`config.mk`:
```
export PLATFORM = sky130hd
export DESIGN_NAME = mac_link_driver
export DESIGN_NICKNAME = d
export VERILOG_FILES = /design/src/rtl/mac_link_pkg.sv /design/src/rtl/mac_result_asm.sv /design/src/rtl/mac_link_driver.sv
export SDC_FILE = /design/constraint.sdc
export NUM_CORES = 1
export LEC_CHECK = 0
export ABC_CLOCK_PERIOD_IN_PS = 4100
export CAP_MARGIN = 20
export CORE_MARGIN = 10
export CORE_UTILIZATION = 46
export CTS_BUF_LIST = sky130_fd_sc_hd__clkbuf_4
export DETAILED_ROUTE_END_ITERATION = 6
export GPL_TIMING_DRIVEN = 1
export PLACE_DENSITY = 0.81
export SYNTH_ARGS = -nofsm -noshare
export SYNTH_HDL_FRONTEND = slang
export SYNTH_SLANG_ARGS = --single-unit
```
`constraint.sdc`:
```
create_clock -name clk -period 4.1 [get_ports clk]
set_clock_uncertainty 0.1 [all_clocks]
set_input_delay 0.82 -clock clk [delete_from_list [all_inputs] [get_ports clk]]
set_output_delay 0.82 -clock clk [all_outputs]
set_load 0.01 [all_outputs]
```
`src/rtl/mac_link_pkg.sv`:
```
// mac_link_pkg: shared states, beat ordering and config byte layout for the MAC link driver.
package mac_link_pkg;

  typedef enum logic [2:0] {
    UNCFG  = 3'd0,
    CFG    = 3'd1,
    IDLE   = 3'd2,
    STREAM = 3'd3,
    WAIT   = 3'd4,
    CAP_HI = 3'd5,
    CAP_LO = 3'd6,
    HOLD   = 3'd7
  } state_e;

  localparam int NUM_BEATS    = 4;
  localparam int CFG_MODE_BIT = 7;
  localparam int CFG_ACT_W    = 7;

  // Bias byte index sent on each beat: beat0=byte1, beat1=byte0, beat2=byte3, beat3=byte2.
  localparam logic [NUM_BEATS-1:0][1:0] BEAT_BYTE = {2'd2, 2'd3, 2'd0, 2'd1};

  function automatic logic [7:0] bias_byte(input logic [31:0] bias, input logic [1:0] beat);
    return bias[{BEAT_BYTE[beat], 3'b000} +: 8];
  endfunction

  function automatic logic [7:0] cfg_byte(input logic mode, input logic [CFG_ACT_W-1:0] act);
    logic [7:0] b;
    b = '0;
    b[CFG_MODE_BIT] = mode;
    b[CFG_ACT_W-1:0] = act;
    return b;
  endfunction

endpackage

```
`src/rtl/mac_result_asm.sv`:
```
// mac_result_asm: captures the two returned result halves and holds the word until the host takes it.
module mac_result_asm (
  input  logic        clk,
  input  logic        rst_n,
  input  logic        cap_hi,
  input  logic        cap_lo,
  input  logic [7:0]  mac_uo_i,
  input  logic [7:0]  mac_uio_i,
  input  logic        res_ready,
  output logic        res_valid,
  output logic [31:0] res_data,
  output logic        res_fire
);

  logic        res_valid_q, res_valid_d;
  logic [31:0] res_data_q, res_data_d;
  logic [15:0] sample;

  assign sample = {mac_uo_i, mac_uio_i};
  assign res_fire = res_valid_q & res_ready;

  always_comb begin
    res_data_d  = cap_hi ? {sample, res_data_q[15:0]} : cap_lo ? {res_data_q[31:16], sample} : res_data_q;
    res_valid_d = cap_lo | (res_valid_q & ~res_ready);
  end

  always_ff @(posedge clk) begin
    if (!rst_n) begin
      res_valid_q <= 1'b0;
      res_data_q  <= '0;
    end else begin
      res_valid_q <= res_valid_d;
      res_data_q  <= res_data_d;
    end
  end

  assign res_valid = res_valid_q;
  assign res_data  = res_data_q;

endmodule

```
`src/rtl/mac_link_driver.sv`:
```
// mac_link_driver: configures the MAC, serializes weight/bias jobs into link beats, reassembles results.
// Define MAC_DRV_PERF_CNT_EN to add the saturating perf_jobs completed-result counter.
module mac_link_driver
  import mac_link_pkg::*;
#(
  parameter int CFG_CYCLES = 2,
  parameter int RES_LAT    = 1
) (
  input  logic        clk,
  input  logic        rst_n,
  input  logic        cfg_valid,
  output logic        cfg_ready,
  input  logic        cfg_mode,
  input  logic [6:0]  cfg_act,
  input  logic        job_valid,
  output logic        job_ready,
  input  logic [7:0]  job_weight,
  input  logic [31:0] job_bias,
  output logic        res_valid,
  input  logic        res_ready,
  output logic [31:0] res_data,
  output logic        mac_rst_n,
  output logic [7:0]  mac_ui,
  output logic [7:0]  mac_uio_o,
  input  logic [7:0]  mac_uo_i,
  input  logic [7:0]  mac_uio_i
`ifdef MAC_DRV_PERF_CNT_EN
  ,
  output logic [15:0] perf_jobs
`endif
);

  localparam int CW = $clog2(CFG_CYCLES > NUM_BEATS + 8 ? CFG_CYCLES : NUM_BEATS + 8);

  state_e        state_q, state_d;
  logic [CW-1:0] cnt_q, cnt_d;
  logic [7:0]    cfg_q, cfg_d;
  logic [7:0]    weight_q, weight_d;
  logic [31:0]   bias_q, bias_d;
  logic          cfg_fire, job_fire, res_fire;

  assign cfg_ready = state_q == UNCFG || state_q == IDLE;
  // Config has priority over a job offered in the same IDLE cycle.
  assign job_ready = state_q == IDLE && !cfg_valid;
  assign cfg_fire  = cfg_valid & cfg_ready;
  assign job_fire  = job_valid & job_ready;

  always_comb begin
    state_d  = state_q;
    cnt_d    = cnt_q + CW'(1);
    cfg_d    = cfg_q;
    weight_d = weight_q;
    bias_d   = bias_q;
    case (state_q)
      CFG:     if (cnt_q == CW'(CFG_CYCLES - 1)) state_d = IDLE;
      STREAM:  if (cnt_q == CW'(NUM_BEATS - 1)) begin
        state_d = RES_LAT == 0 ? CAP_HI : WAIT;
        cnt_d   = '0;
      end
      WAIT:    if (cnt_q == CW'(RES_LAT - 1)) state_d = CAP_HI;
      CAP_HI:  state_d = CAP_LO;
      CAP_LO:  state_d = HOLD;
      HOLD:    if (res_fire) state_d = IDLE;
      default: ;
    endcase
    if (cfg_fire) begin
      state_d = CFG;
      cnt_d   = '0;
      cfg_d   = cfg_byte(cfg_mode, cfg_act);
    end else if (job_fire) begin
      state_d  = STREAM;
      cnt_d    = '0;
      weight_d = job_weight;
      bias_d   = job_bias;
    end
  end

  always_ff @(posedge clk) begin
    if (!rst_n) begin
      state_q  <= UNCFG;
      cnt_q    <= '0;
      cfg_q    <= '0;
      weight_q <= '0;
      bias_q   <= '0;
    end else begin
      state_q  <= state_d;
      cnt_q    <= cnt_d;
      cfg_q    <= cfg_d;
      weight_q <= weight_d;
      bias_q   <= bias_d;
    end
  end

  assign mac_rst_n = !(state_q == UNCFG || state_q == CFG);
  assign mac_ui    = state_q == CFG ? cfg_q : state_q == STREAM ? weight_q : '0;
  assign mac_uio_o = state_q == STREAM ? bias_byte(bias_q, cnt_q[1:0]) : '0;

  mac_result_asm u_asm (
    .clk       (clk),
    .rst_n     (rst_n),
    .cap_hi    (state_q == CAP_HI),
    .cap_lo    (state_q == CAP_LO),
    .mac_uo_i  (mac_uo_i),
    .mac_uio_i (mac_uio_i),
    .res_ready (res_ready),
    .res_valid (res_valid),
    .res_data  (res_data),
    .res_fire  (res_fire)
  );

`ifdef MAC_DRV_PERF_CNT_EN
  logic [15:0] perf_q, perf_d;
  always_comb perf_d = cfg_fire ? '0 : (res_fire && perf_q != 16'hFFFF) ? perf_q + 16'd1 : perf_q;
  always_ff @(posedge clk) begin
    if (!rst_n) perf_q <= '0;
    else perf_q <= perf_d;
  end
  assign perf_jobs = perf_q;
`endif

endmodule
```
==> results_tabular.tex <==
\begin{tabular}{lr}
\hline
Metric & Value \\
\hline
\multicolumn{2}{l}{\textbf{Status}} \\
\quad Result of the run & finished clean \\
\multicolumn{2}{l}{\textbf{Logic synthesis}} \\
\quad Most area-hungry cell type in the Yosys netlist & sky130\_fd\_sc\_hd\_\_dfxtp\_1 \\
\quad Portion of the post-synthesis area used by sequential elements & 44.35\% \\
\quad Area contributors post-synth & sky130\_fd\_sc\_hd\_\_dfxtp\_1 44\%, sky130\_fd\_sc\_hd\_\_o21a\_1 7.7\%, sky130\_fd\_sc\_hd\_\_a21boi\_0 7.4\%, sky130\_fd\_sc\_hd\_\_nand2\_1 6.3\%, sky130\_fd\_sc\_hd\_\_and3\_1 6.3\% \\
\quad Mean area per synthesized cell & 9.029 sq um \\
\quad Cell with the most instances after synthesis & sky130\_fd\_sc\_hd\_\_dfxtp\_1 \\
\quad Synth top area share & 44.35\% \\
\quad Number of warnings issued by yosys & 0 \\
\quad FFs w/ async S/R, synth & 0\% \\
\quad Gate Count Post-Synth & 440 \\
\quad Number of distinct library cells after synthesis & 35 \\
\quad Most numerous cell types in the synthesized netlist & 88 x sky130\_fd\_sc\_hd\_\_dfxtp\_1, 67 x sky130\_fd\_sc\_hd\_\_nand2\_1, 41 x sky130\_fd\_sc\_hd\_\_o21a\_1 \\
\quad EDFF count, synth & 0 \\
\quad Post-synthesis instance area & 3973 sq um \\
\quad Mapped Nets & 513 \\
\quad Number of flip-flops and latches in the synthesized netlist & 88 \\
\quad Top\_reg\_cell synth & sky130\_fd\_sc\_hd\_\_dfxtp\_1 \\
\multicolumn{2}{l}{\textbf{Detailed routing}} \\
\quad Via density & 5.350 \\
\quad Detailed route wirelength on metal3 & 603 um \\
\quad Top layer in use & met4 \\
\quad Total met2 wirelength after detailed routing & 5659 um \\
\quad Routed length per placed instance & 17.44 um \\
\quad Remaining routing DRC violations & 0 \\
\quad Vias after detailed routing & 3467 \\
\quad WL final & 11300 um \\
\quad Initial DRC count & 190 \\
\quad Antenna-violating nets left & 0 \\
\quad First-pass iteration count of the detailed router & 5 \\
\quad Routed length on met1 & 4862 um \\
\multicolumn{2}{l}{\textbf{Worst setup path}} \\
\quad Beginning of the critical path & cnt\_q[1] \\
\quad Critical path class & reg2out \\
\quad Crit start category & flip-flop \\
\quad CP Buf/Inv Count & 3 \\
\quad Slowest-stage cell, CP & sky130\_fd\_sc\_hd\_\_nor2\_1 \\
\quad Critical path required time & 3.18 ns \\
\quad Crit path max-delay family & buffers and inverters \\
\quad Critical Path AT & 2.94 ns \\
\quad Launching point of the worst reg2reg path & state\_q[1] \\
\quad Reg2Reg Capture Point & bias\_q[24] \\
\quad R2r setup slk & 1.67 ns \\
\quad Depth of the worst register-to-register path & 4 \\
\quad Kind of end point of the critical path & primary output \\
\quad Critical path cell sequence & buf\_4 -> inv\_1 -> ha\_1 -> nor2\_1 -> mux4\_2 -> nor2b\_1 -> clkdlybuf4s50\_1 \\
\quad Slowest stage delay, CP & 0.56 ns \\
\quad CP max FO & 10 \\
\multicolumn{2}{l}{\textbf{Clocking}} \\
\quad Number of buffers created by CTS & 9 \\
\quad Clock tree from TritonCTS & built \\
\quad Number of H-tree levels & 3 \\
\quad Hold buffers post-CTS & 0 \\
\quad Clock transition at the registers of the reported paths & 0.16 ns \\
\quad Clock Tree Buf Depth & 2 \\
\quad Total setup buffers inserted after CTS & 0 \\
\quad Number of gates resized after cts & 0 \\
\quad Later-pin clock latency in the skew report & 0.43 ns \\
\quad Buffer type at the clock tree root & sky130\_fd\_sc\_hd\_\_clkbuf\_4 \\
\quad Clock net sink count & 88 \\
\multicolumn{2}{l}{\textbf{STA}} \\
\quad WHS & 0.3683 ns \\
\quad Number of failing setup endpoints in the final timing report & 0 \\
\quad Transition time of the tightest slew-check pin & 0.9275 ns \\
\quad Minimum clock period after layout & 3.859 ns \\
\quad Share of the clock period used by the worst path after layout & 94.12\% \\
\quad Pins Over Slew Limit & 0 \\
\quad Total negative setup slack & 0 ns \\
\quad Setup repair after global routing missed its margin & false \\
\quad Final number of hold-violating endpoints & 0 \\
\quad Max-slew headroom at the worst pin & 37.90\% \\
\quad Timing-limited maximum frequency & 259.2 MHz \\
\multicolumn{2}{l}{\textbf{Power}} \\
\quad Leakage power & 1.984 nW \\
\quad Max IR drop VDD & 0.1770 mV \\
\quad PwrDens & 302.3 nW/um\^{}2 \\
\multicolumn{2}{l}{\textbf{Worst hold path}} \\
\quad Min-Delay Startpoint & u\_asm.res\_data[25] \\
\quad Hold WC Path Type & reg2reg \\
\quad Worst Hold Endpoint & u\_asm.res\_data[25] \\
\quad Depth of the worst hold-timing path & 2 \\
\multicolumn{2}{l}{\textbf{Placed design}} \\
\quad Placed wire-length estimate after detailed placement & 8285 um \\
\quad Final weighted congestion in routability-driven placement & 0.8208 \\
\quad Port Buf Inserts & 120 \\
\multicolumn{2}{l}{\textbf{Die}} \\
\quad Die area & 12750 sq um \\
\quad Floorplan die width & 112.9 um \\
\quad Starting density of the core & 47.87\% \\
\quad DIE HEIGHT & 112.9 um \\
\quad Floorplan core area & 8299 sq um \\
\quad Placement Rows & 33 \\
\quad Number of ports placed on the die boundary & 121 \\
\multicolumn{2}{l}{\textbf{Final layout}} \\
\quad Share of post-route cells with drive strength above 1 & 6.273\% \\
\quad Layout-stage area growth over the synthesis result & 34.65\% \\
\quad Total Nets Final & 610 \\
\multicolumn{2}{l}{\textbf{Global routing}} \\
\quad Pin count of the biggest net entering global routing & 81 \\
\quad First-pass GRT wire length & 18490 um \\
\quad Congestion Overflow GR & 0 \\
\quad Antenna violations before repair & 1 \\
\quad GRT Overall Usage & 17.42\% \\
\quad Number of global-route vias before repair & 3466 \\
\multicolumn{2}{l}{\textbf{Run}} \\
\quad Total of max-cap violations & 0 \\
\hline
\end{tabular}
-- cells in the final DEF (no fill, tap or decap), types with 3 or more instances in the layout --
cell type | Yosys | routed
sky130_fd_sc_hd__and3_1 | 40 | 40
sky130_fd_sc_hd__a21boi_0 | 39 | 39
sky130_fd_sc_hd__ha_1 | 4 | 4
sky130_fd_sc_hd__a21oi_1 | 35 | 35
sky130_fd_sc_hd__buf_4 | 0 | 5
sky130_fd_sc_hd__nand3b_1 | 3 | 3
sky130_fd_sc_hd__mux4_2 | 8 | 8
sky130_fd_sc_hd__dfxtp_1 | 88 | 88
sky130_fd_sc_hd__nor2_1 | 20 | 20
sky130_fd_sc_hd__mux2i_1 | 16 | 16
sky130_fd_sc_hd__nor2b_1 | 9 | 9
sky130_fd_sc_hd__inv_1 | 5 | 5
sky130_fd_sc_hd__nand2_1 | 67 | 67
sky130_fd_sc_hd__o21a_1 | 41 | 41
sky130_fd_sc_hd__clkdlybuf4s50_1 | 0 | 119
sky130_fd_sc_hd__clkbuf_4 | 0 | 9
-- metrics by stage --
step                      std cells  util [%]  worst slack, ns  instance area (sq um)  total power [mW]
after detailed placement        631     62.35           0.7218                   5175             1.065
after global routing            648     64.45          0.04158                   5349             1.692
after global placement          631     62.35           0.8068                   5175             1.061
final                           648     64.45           0.2412                   5349             1.617
after CTS                       647     64.42           0.2269                   5346             1.626
after floorplan                 440         -            1.405                   3973            0.9712
-- worst min-delay path: cells and delay by family, from the launching register on --
family | cells | cell delay (ns)
compound gates | 1 | 0.05
flops | 1 | 0.34
simple gates | 1 | 0.05
-- worst max path at each step --
| stage | endpoint | slack (ns) | depth (start not counted) |
|---|---|---|---|
| floorplan | mac_uio_o[0] | 1.41 | 6 |
| CTS | mac_uio_o[7] | 0.23 | 7 |
| detailed placement | mac_uio_o[0] | 0.72 | 7 |
| global placement | mac_uio_o[5] | 0.81 | 7 |
| finish | mac_uio_o[0] | 0.24 | 7 |
| global route | mac_uio_o[7] | 0.04 | 7 |
-- cells by family (layout without fill, tap and decap cells) --
| kind of cell | count (synthesis) | after routing | share of synthesized area, % |
|---|---|---|---|
| buffers and inverters | 45 | 147 | 4.787 |
| multiplexers | 24 | 24 | 8.567 |
| flip-flops | 88 | 88 | 44.35 |
| adder cells (fa/ha/maj) | 4 | 4 | 1.260 |
| AO/OA/AOI/OAI | 124 | 124 | 21.23 |
| AND/OR/NAND/NOR | 154 | 154 | 19.59 |
| other | 0 | 1 | 0 |
| XOR/XNOR | 1 | 1 | 0.2205 |
-- report_power, final --
group,internal (mW),switching [mW]
Combinational,0.0965,0.0721
Clock,0.253,0.316
Sequential,0.866,0.0131
Total,1.22,0.401
-- routing by layer --
metal	vias to the layer above	global-route usage [%]
met3	10	4.754
met1	1660	20.58
met5	-	0
li1	1718	-
met2	79	29.92
met4	0	5.415
-- cell type report --
cell class                 instances  area, sq um
antenna                            1        2.502
clock buffer                       9        67.56
clock inverter                     7        103.9
fill                             689         2950
inverter                           6        22.52
multi-input combinational        307         2026
sequential                        88         1762
tap                              105        131.4
timing repair buffer             125         1234
-- registers in the layout, indices dropped and copies added (netlist names) --
| name | cells |
|---|---|
| u_asm.res_data | 32 |
| u_asm.res_valid | 1 |
| weight_q | 8 |
| state_q | 3 |
| cfg_q | 8 |
| bias_q | 32 |
| cnt_q | 4 |
(Power assumes the default switching activity.)
